--- src/rtl/hazard_pkg.sv ---
// Shared types and constants for the pipeline hazard/stall controller.
package hazard_pkg;
  localparam int REG_W = 3;
  localparam logic [REG_W-1:0] REG_ZERO = 3'b000;

  typedef enum logic [1:0] {
    RUN        = 2'd0,
    LOAD_STALL = 2'd1,
    MEM_WAIT   = 2'd2
  } hz_state_t;
endpackage

--- src/rtl/sat_counter.sv ---
// Saturating up-counter with synchronous clear (clear wins over increment).
module sat_counter #(
  parameter int W = 8
) (
  input  logic         clk,
  input  logic         rst_n,
  input  logic         clr,
  input  logic         inc,
  output logic [W-1:0] q
);
  logic [W-1:0] q_q, q_d;

  always_comb begin
    q_d = q_q;
    if (clr)                    q_d = '0;
    else if (inc && q_q != '1)  q_d = q_q + 1'b1;
  end

  always_ff @(posedge clk or negedge rst_n) begin
    if (!rst_n) q_q <= '0;
    else        q_q <= q_d;
  end

  assign q = q_q;
endmodule

--- src/rtl/hazard_stall_ctrl.sv ---
// Load-use / memory-wait / branch-flush controller for the 5-stage pipeline.
// All pipeline controls are combinational from inputs; only counters, timeout and state are registered.
module hazard_stall_ctrl
  import hazard_pkg::*;
#(
  parameter int CNT_W       = 16,
  parameter int MEM_TIMEOUT = 255
) (
  input  logic             clk,
  input  logic             rst_n,
  input  logic [REG_W-1:0] PR1_rs,
  input  logic [REG_W-1:0] PR1_rt,
  input  logic             PR1_uses_rt,
  input  logic             PR2_MEM_read,
  input  logic [REG_W-1:0] PR2_rd,
  input  logic             PR3_MEM_read,
  input  logic             PR3_MEM_write,
  input  logic             mem_ready,
  input  logic             branch_taken,
  input  logic             cnt_clr,
  output logic             PC_write_en,
  output logic             PR1_write_en,
  output logic             PR1_flush,
  output logic             PR2_write_en,
  output logic             PR2_flush,
  output logic             PR3_write_en,
  output logic             PR4_flush,
  output logic [CNT_W-1:0] stall_count,
  output logic [CNT_W-1:0] flush_count,
  output logic             mem_timeout
);
  localparam int WAIT_W = (MEM_TIMEOUT < 2) ? 1 : $clog2(MEM_TIMEOUT + 1);
  localparam logic [WAIT_W-1:0] TO_M1 = WAIT_W'(MEM_TIMEOUT - 1);

  hz_state_t state_q, state_d;
  logic mem_timeout_q, mem_timeout_d;
  logic mem_busy, load_use;
  logic pc_we, pr1_we, pr1_fl, pr2_we, pr2_fl, pr3_we, pr4_fl;
  logic flush_inc, wait_inc, wait_clr;
  logic [WAIT_W-1:0] wait_cnt;

  always_comb begin
    mem_busy = (PR3_MEM_read | PR3_MEM_write) & ~mem_ready;
    load_use = PR2_MEM_read && (PR2_rd != REG_ZERO) &&
               ((PR2_rd == PR1_rs) || (PR1_uses_rt && (PR2_rd == PR1_rt)));
  end

  // Outputs do not depend on state: LOAD_STALL and the MEM_WAIT release
  // cycle decode hazards exactly like RUN, so a held branch fires on release.
  always_comb begin
    pc_we     = 1'b1;
    pr1_we    = 1'b1;
    pr1_fl    = 1'b0;
    pr2_we    = 1'b1;
    pr2_fl    = 1'b0;
    pr3_we    = 1'b1;
    pr4_fl    = 1'b0;
    state_d   = RUN;
    flush_inc = 1'b0;
    wait_inc  = 1'b0;
    wait_clr  = 1'b0;
    if (mem_busy) begin
      pc_we    = 1'b0;
      pr1_we   = 1'b0;
      pr2_we   = 1'b0;
      pr3_we   = 1'b0;
      pr4_fl   = 1'b1;
      state_d  = MEM_WAIT;
      wait_inc = (state_q == MEM_WAIT);
    end else begin
      wait_clr = (state_q == MEM_WAIT);
      if (branch_taken) begin
        pr1_fl    = 1'b1;
        pr2_fl    = 1'b1;
        flush_inc = 1'b1;
      end else if (load_use) begin
        pc_we   = 1'b0;
        pr1_we  = 1'b0;
        pr2_fl  = 1'b1;
        state_d = LOAD_STALL;
      end
    end
    mem_timeout_d = mem_timeout_q | (wait_inc && (wait_cnt >= TO_M1));
  end

  always_ff @(posedge clk or negedge rst_n) begin
    if (!rst_n) begin
      state_q       <= RUN;
      mem_timeout_q <= 1'b0;
    end else begin
      state_q       <= state_d;
      mem_timeout_q <= mem_timeout_d;
    end
  end

  sat_counter #(.W(CNT_W)) u_stall_cnt (
    .clk(clk), .rst_n(rst_n), .clr(cnt_clr), .inc(~pc_we), .q(stall_count)
  );
  sat_counter #(.W(CNT_W)) u_flush_cnt (
    .clk(clk), .rst_n(rst_n), .clr(cnt_clr), .inc(flush_inc), .q(flush_count)
  );
  sat_counter #(.W(WAIT_W)) u_wait_cnt (
    .clk(clk), .rst_n(rst_n), .clr(wait_clr), .inc(wait_inc), .q(wait_cnt)
  );

  // Hold the pipeline inert while reset is asserted.
  assign PC_write_en  = rst_n & pc_we;
  assign PR1_write_en = rst_n & pr1_we;
  assign PR2_write_en = rst_n & pr2_we;
  assign PR3_write_en = rst_n & pr3_we;
  assign PR1_flush    = ~rst_n | pr1_fl;
  assign PR2_flush    = ~rst_n | pr2_fl;
  assign PR4_flush    = ~rst_n | pr4_fl;
  assign mem_timeout  = mem_timeout_q;
endmodule
--- config.mk ---
export PLATFORM = sky130hd
export DESIGN_NAME = hazard_stall_ctrl
export DESIGN_NICKNAME = d
export VERILOG_FILES = /design/src/rtl/hazard_pkg.sv /design/src/rtl/sat_counter.sv /design/src/rtl/hazard_stall_ctrl.sv
export SDC_FILE = /design/constraint.sdc
export NUM_CORES = 1
export LEC_CHECK = 0
export BUFFER_PORTS_ARGS = -buffer_cell sky130_fd_sc_hd__buf_2
export CORE_UTILIZATION = 40
export CTS_CLUSTER_DIAMETER = 100
export CTS_CLUSTER_SIZE = 10
export DETAILED_ROUTE_END_ITERATION = 12
export SYNTH_ARGS = -nofsm -noshare
export SYNTH_HDL_FRONTEND = slang
export SYNTH_SLANG_ARGS = --single-unit
--- constraint.sdc ---
create_clock -name clk -period 4.3 [get_ports clk]
set_clock_uncertainty 0.05 [all_clocks]
set_input_delay 0.645 -clock clk [delete_from_list [all_inputs] [get_ports clk]]
set_output_delay 0.645 -clock clk [all_outputs]
set_load 0.1 [all_outputs]
==> flow_metrics.tcl <==
set metrics [dict create \
    status "finished clean" \
    fin_nets 335 \
    netlist_instances 257 \
    synth_compound_area_share_pct 13.5 \
    core_sq_um 5540 \
    postCtsSetupBuffers 0 \
    peakVddDrop_uv 164 \
    met3_usage_pct 3.72 \
    reg2regPathDepth 8 \
    r2r-start "u_stall_cnt.q[0]$_DFFE_PN0P_" \
    fin_hold_ws_ns 0.250 \
    drt_wl_total_mm 4.93 \
    cp.arrival_ns 1.97 \
    drv_cap 0 \
    vias 2025 \
    yosysSeqAreaShare_pct 46.4 \
    top_usage_layer "met2" \
    cp_data_required_time_ns 3.61 \
    min_period_ns 2.67 \
    path_class "in -> out" \
    grt_start_max_net_pins 36 \
    io_buffers 57 \
    wl_per_cell_microns 12.8 \
    crit_path_max_fanout 7 \
    grt-ovfl-total 0 \
    clk_path_buf_depth 2 \
    syn_avg_cell_area_sq_um 9.03 \
    cp-startpoint "PR3_MEM_write" \
    dieWidth_microns 78.2 \
    synth_xor_area_share_pct 7.93 \
    period_share_pct 62.1 \
    placed_area_sq_um 2670 \
    clock_sinks 43 \
    hold_violations 0 \
    vias_per_cell 5.25 \
    slowest_stage "o21bai_1" \
    area_delta_synth_final_pct 19.5 \
    clk_pin_slew_ns 0.08 \
    fin_area_sq_um 2770 \
    pin_count 58 \
    cts.htree.levels 2 \
    hold_path_class "in -> async" \
    antennaDiodeCount 0 \
    cp-endpoint "PR2_flush" \
    antenna_found_initial 0 \
    crit_cells 6 \
    p_leak_nw 1.28 \
    first_global_vias 1837 \
    initial_utilization_pct 41.9 \
    slew_headroom_pct 58.1 \
    drc 0 \
    muxShareOfSynthArea_pct 1.35 \
    grt_pass1_wl_mm 8.47 \
    syn_area_sq_um 2320 \
    yosysUniqueCellTypes 35 \
    gr-usage-met2_pct 28.7 \
    synth_top_family_by_area "simple AND/OR/NAND/NOR gates" \
    worstSetupEndpointType "output port" \
    r2r_end "u_stall_cnt.q[7]$_DFFE_PN0P_" \
    track_usage_pct 17.2 \
    maxSlewViolCount 0 \
    clockRootBuffer "clkbuf_8" \
    gp_congestion 0.775 \
    use_met1_pct 22.9 \
    fin_setup_tns_ns 0 \
    critPathMaxStageDelay_ns 0.43 \
    num_rows 27 \
    drt_iter0_drc 108 \
    max_freq_mhz 375 \
    synthSimpleGateAreaFrac_pct 24.2 \
    setup_violations 0 \
    die_y_microns 78.2 \
    dieArea_sq_um 6110 \
    crit_path_cell_trace "buf_2 > o21bai_1 > nand2_1 > nand2_1 > a21o_1 > buf_2" \
    clock_latency_ns 0.29 \
    crit_buf_inv 2 \
    cts_resized 0 \
    detailed_place_hpwl_mm 3.53 \
    cts_tree "done" \
    detail-route-antenna-nets 0 \
    yosys_warnings 0 \
    reg2reg_slack_ns 2.16 \
    startpoint_type "input pin" \
    numCtsBuffers 5 \
    syn_nets 279 \
    drive_gt1_share_pct 22.9 \
    ys_seq_elements 43 \
    cp_top_family "buffers and inverters" \
    cellPowerDensity_nw_per_um2 304 \
    first_pass_iters 4 \
    tightest_slew_ns 0.628 \
    hold_buffers 0 \
    rsz0062_at_grt "no" \
    synth_adder_area_share_pct 2.16 \
]
[area by class of cell]
class                   count  area (sq um)
clock buffers               7          96.3
clock inverters             1          7.51
fillers                   559          2770
inverters                  14          52.6
multi-input cells         190          1150
flip-flops and latches     43          1080
well taps                  72          90.1
repair buffers             59           300
[flip-flops by register name, summed over array words and instances (netlist names)]
| register | count |
|---|---|
| mem_timeout | 1 |
| u_stall_cnt.q | 16 |
| u_wait_cnt.q | 8 |
| u_flush_cnt.q | 16 |
| state_q | 2 |
[cells in the mapped netlist]
library cell / count / area share, %
nor3_1: 3 / 0.65
mux2_2: 1 / 0.49
ha_1: 4 / 2.2
and3_1: 6 / 1.6
a21oi_1: 14 / 3.0
nand4bb_1: 1 / 0.49
o21ai_1: 1 / 0.22
a21o_1: 2 / 0.65
nand2b_1: 2 / 0.54
o31ai_1: 11 / 3.6
o21ai_0: 17 / 3.7
mux2i_1: 2 / 0.86
dfrtp_1: 43 / 46
xnor2_1: 12 / 4.5
xor2_1: 9 / 3.4
nor3b_1: 1 / 0.32
nor2_1: 29 / 4.7
a21oi_2: 1 / 0.38
clkbuf_1: 5 / 0.81
nor2b_1: 5 / 1.3
nor4_1: 1 / 0.27
o41ai_1: 2 / 0.76
buf_4: 3 / 0.97
inv_1: 14 / 2.3
nand2_1: 22 / 3.6
nand4_1: 8 / 2.2
clkbuf_2: 1 / 0.22
or4_1: 10 / 3.2
or3_1: 6 / 1.6
and2_1: 1 / 0.27
o21bai_1: 1 / 0.32
a211oi_2: 1 / 0.54
o32ai_1: 1 / 0.38
buf_2: 1 / 0.22
nand3_1: 16 / 3.5
[through the flow]
stage	utilization (%)	instances	setup WS, ns	power [mW]
after floorplan	-	257	0.472	0.533
after global placement	48.2	378	1.68	0.568
after detailed placement	48.2	378	1.62	0.568
after CTS	50.0	386	1.62	0.857
after global routing	50.0	386	1.50	0.883
final	50.0	386	1.63	0.843
[worst min-delay path by stage]
stage,end,from,cells past startpoint,slack [ns]
3_3_place_gp,mem_timeout$_DFF_PN0_,mem_timeout$_DFF_PN0_,2,0.43
2_1_floorplan,mem_timeout$_DFF_PN0_,rst_n,0,0.30
5_1_grt,u_wait_cnt.q[1]$_DFFE_PN0P_,rst_n,1,0.28
6_report,u_wait_cnt.q[2]$_DFFE_PN0P_,rst_n,1,0.25
3_5_place_dp,mem_timeout$_DFF_PN0_,mem_timeout$_DFF_PN0_,2,0.42
4_1_cts,u_wait_cnt.q[2]$_DFFE_PN0P_,rst_n,1,0.27
[power by group]
group	total, mW	switching [mW]	internal, mW
Clock	0.284	0.138	0.146
Sequential	0.420	0.00866	0.411
Combinational	0.139	0.109	0.0298
Total	0.843	0.256	0.587
[placed cells by master (no fill, tap or decap)]
| master | count |
|---|---|
| nand2_1 | 22 |
| ha_1 | 4 |
| nor2_2 | 1 |
| nand2b_1 | 2 |
| or4_1 | 10 |
| o32ai_2 | 1 |
| xnor2_1 | 12 |
| clkbuf_8 | 7 |
| a211oi_2 | 1 |
| a21o_1 | 2 |
| nand4_1 | 8 |
| clkinvlp_4 | 1 |
| and2_1 | 1 |
| dfrtp_1 | 43 |
| nor2_1 | 28 |
| buf_4 | 2 |
| nor2b_1 | 5 |
| o21bai_1 | 1 |
| nor3_1 | 3 |
| or3_1 | 6 |
| nand4bb_1 | 1 |
| a21oi_2 | 1 |
| xor2_1 | 9 |
| buf_2 | 57 |
| nand3_1 | 16 |
| nor3b_1 | 1 |
| o31ai_1 | 11 |
| o21ai_0 | 17 |
| mux2_2 | 1 |
| nor4_1 | 1 |
| o41ai_1 | 2 |
| and3_1 | 6 |
| inv_1 | 14 |
| o21ai_1 | 1 |
| mux2i_1 | 2 |
| a21oi_1 | 14 |
[per-layer routing]
metal  vias to the layer above  share of wire (%)
met4                         0               0.71
li1                       1023                  -
met2                        32                 48
met3                         4                3.3
met1                       966                 48
met5                         -                  0
[kinds of logic (layout without fill, tap and decap cells)]
family / count (synthesis) / count (layout)
xor+xnor: 21 / 21
buf+inv: 24 / 81
fa+ha+maj: 4 / 4
flops: 43 / 43
simple gates: 111 / 111
mux: 3 / 3
compound gates: 51 / 51
(Power assumes the default switching activity.)
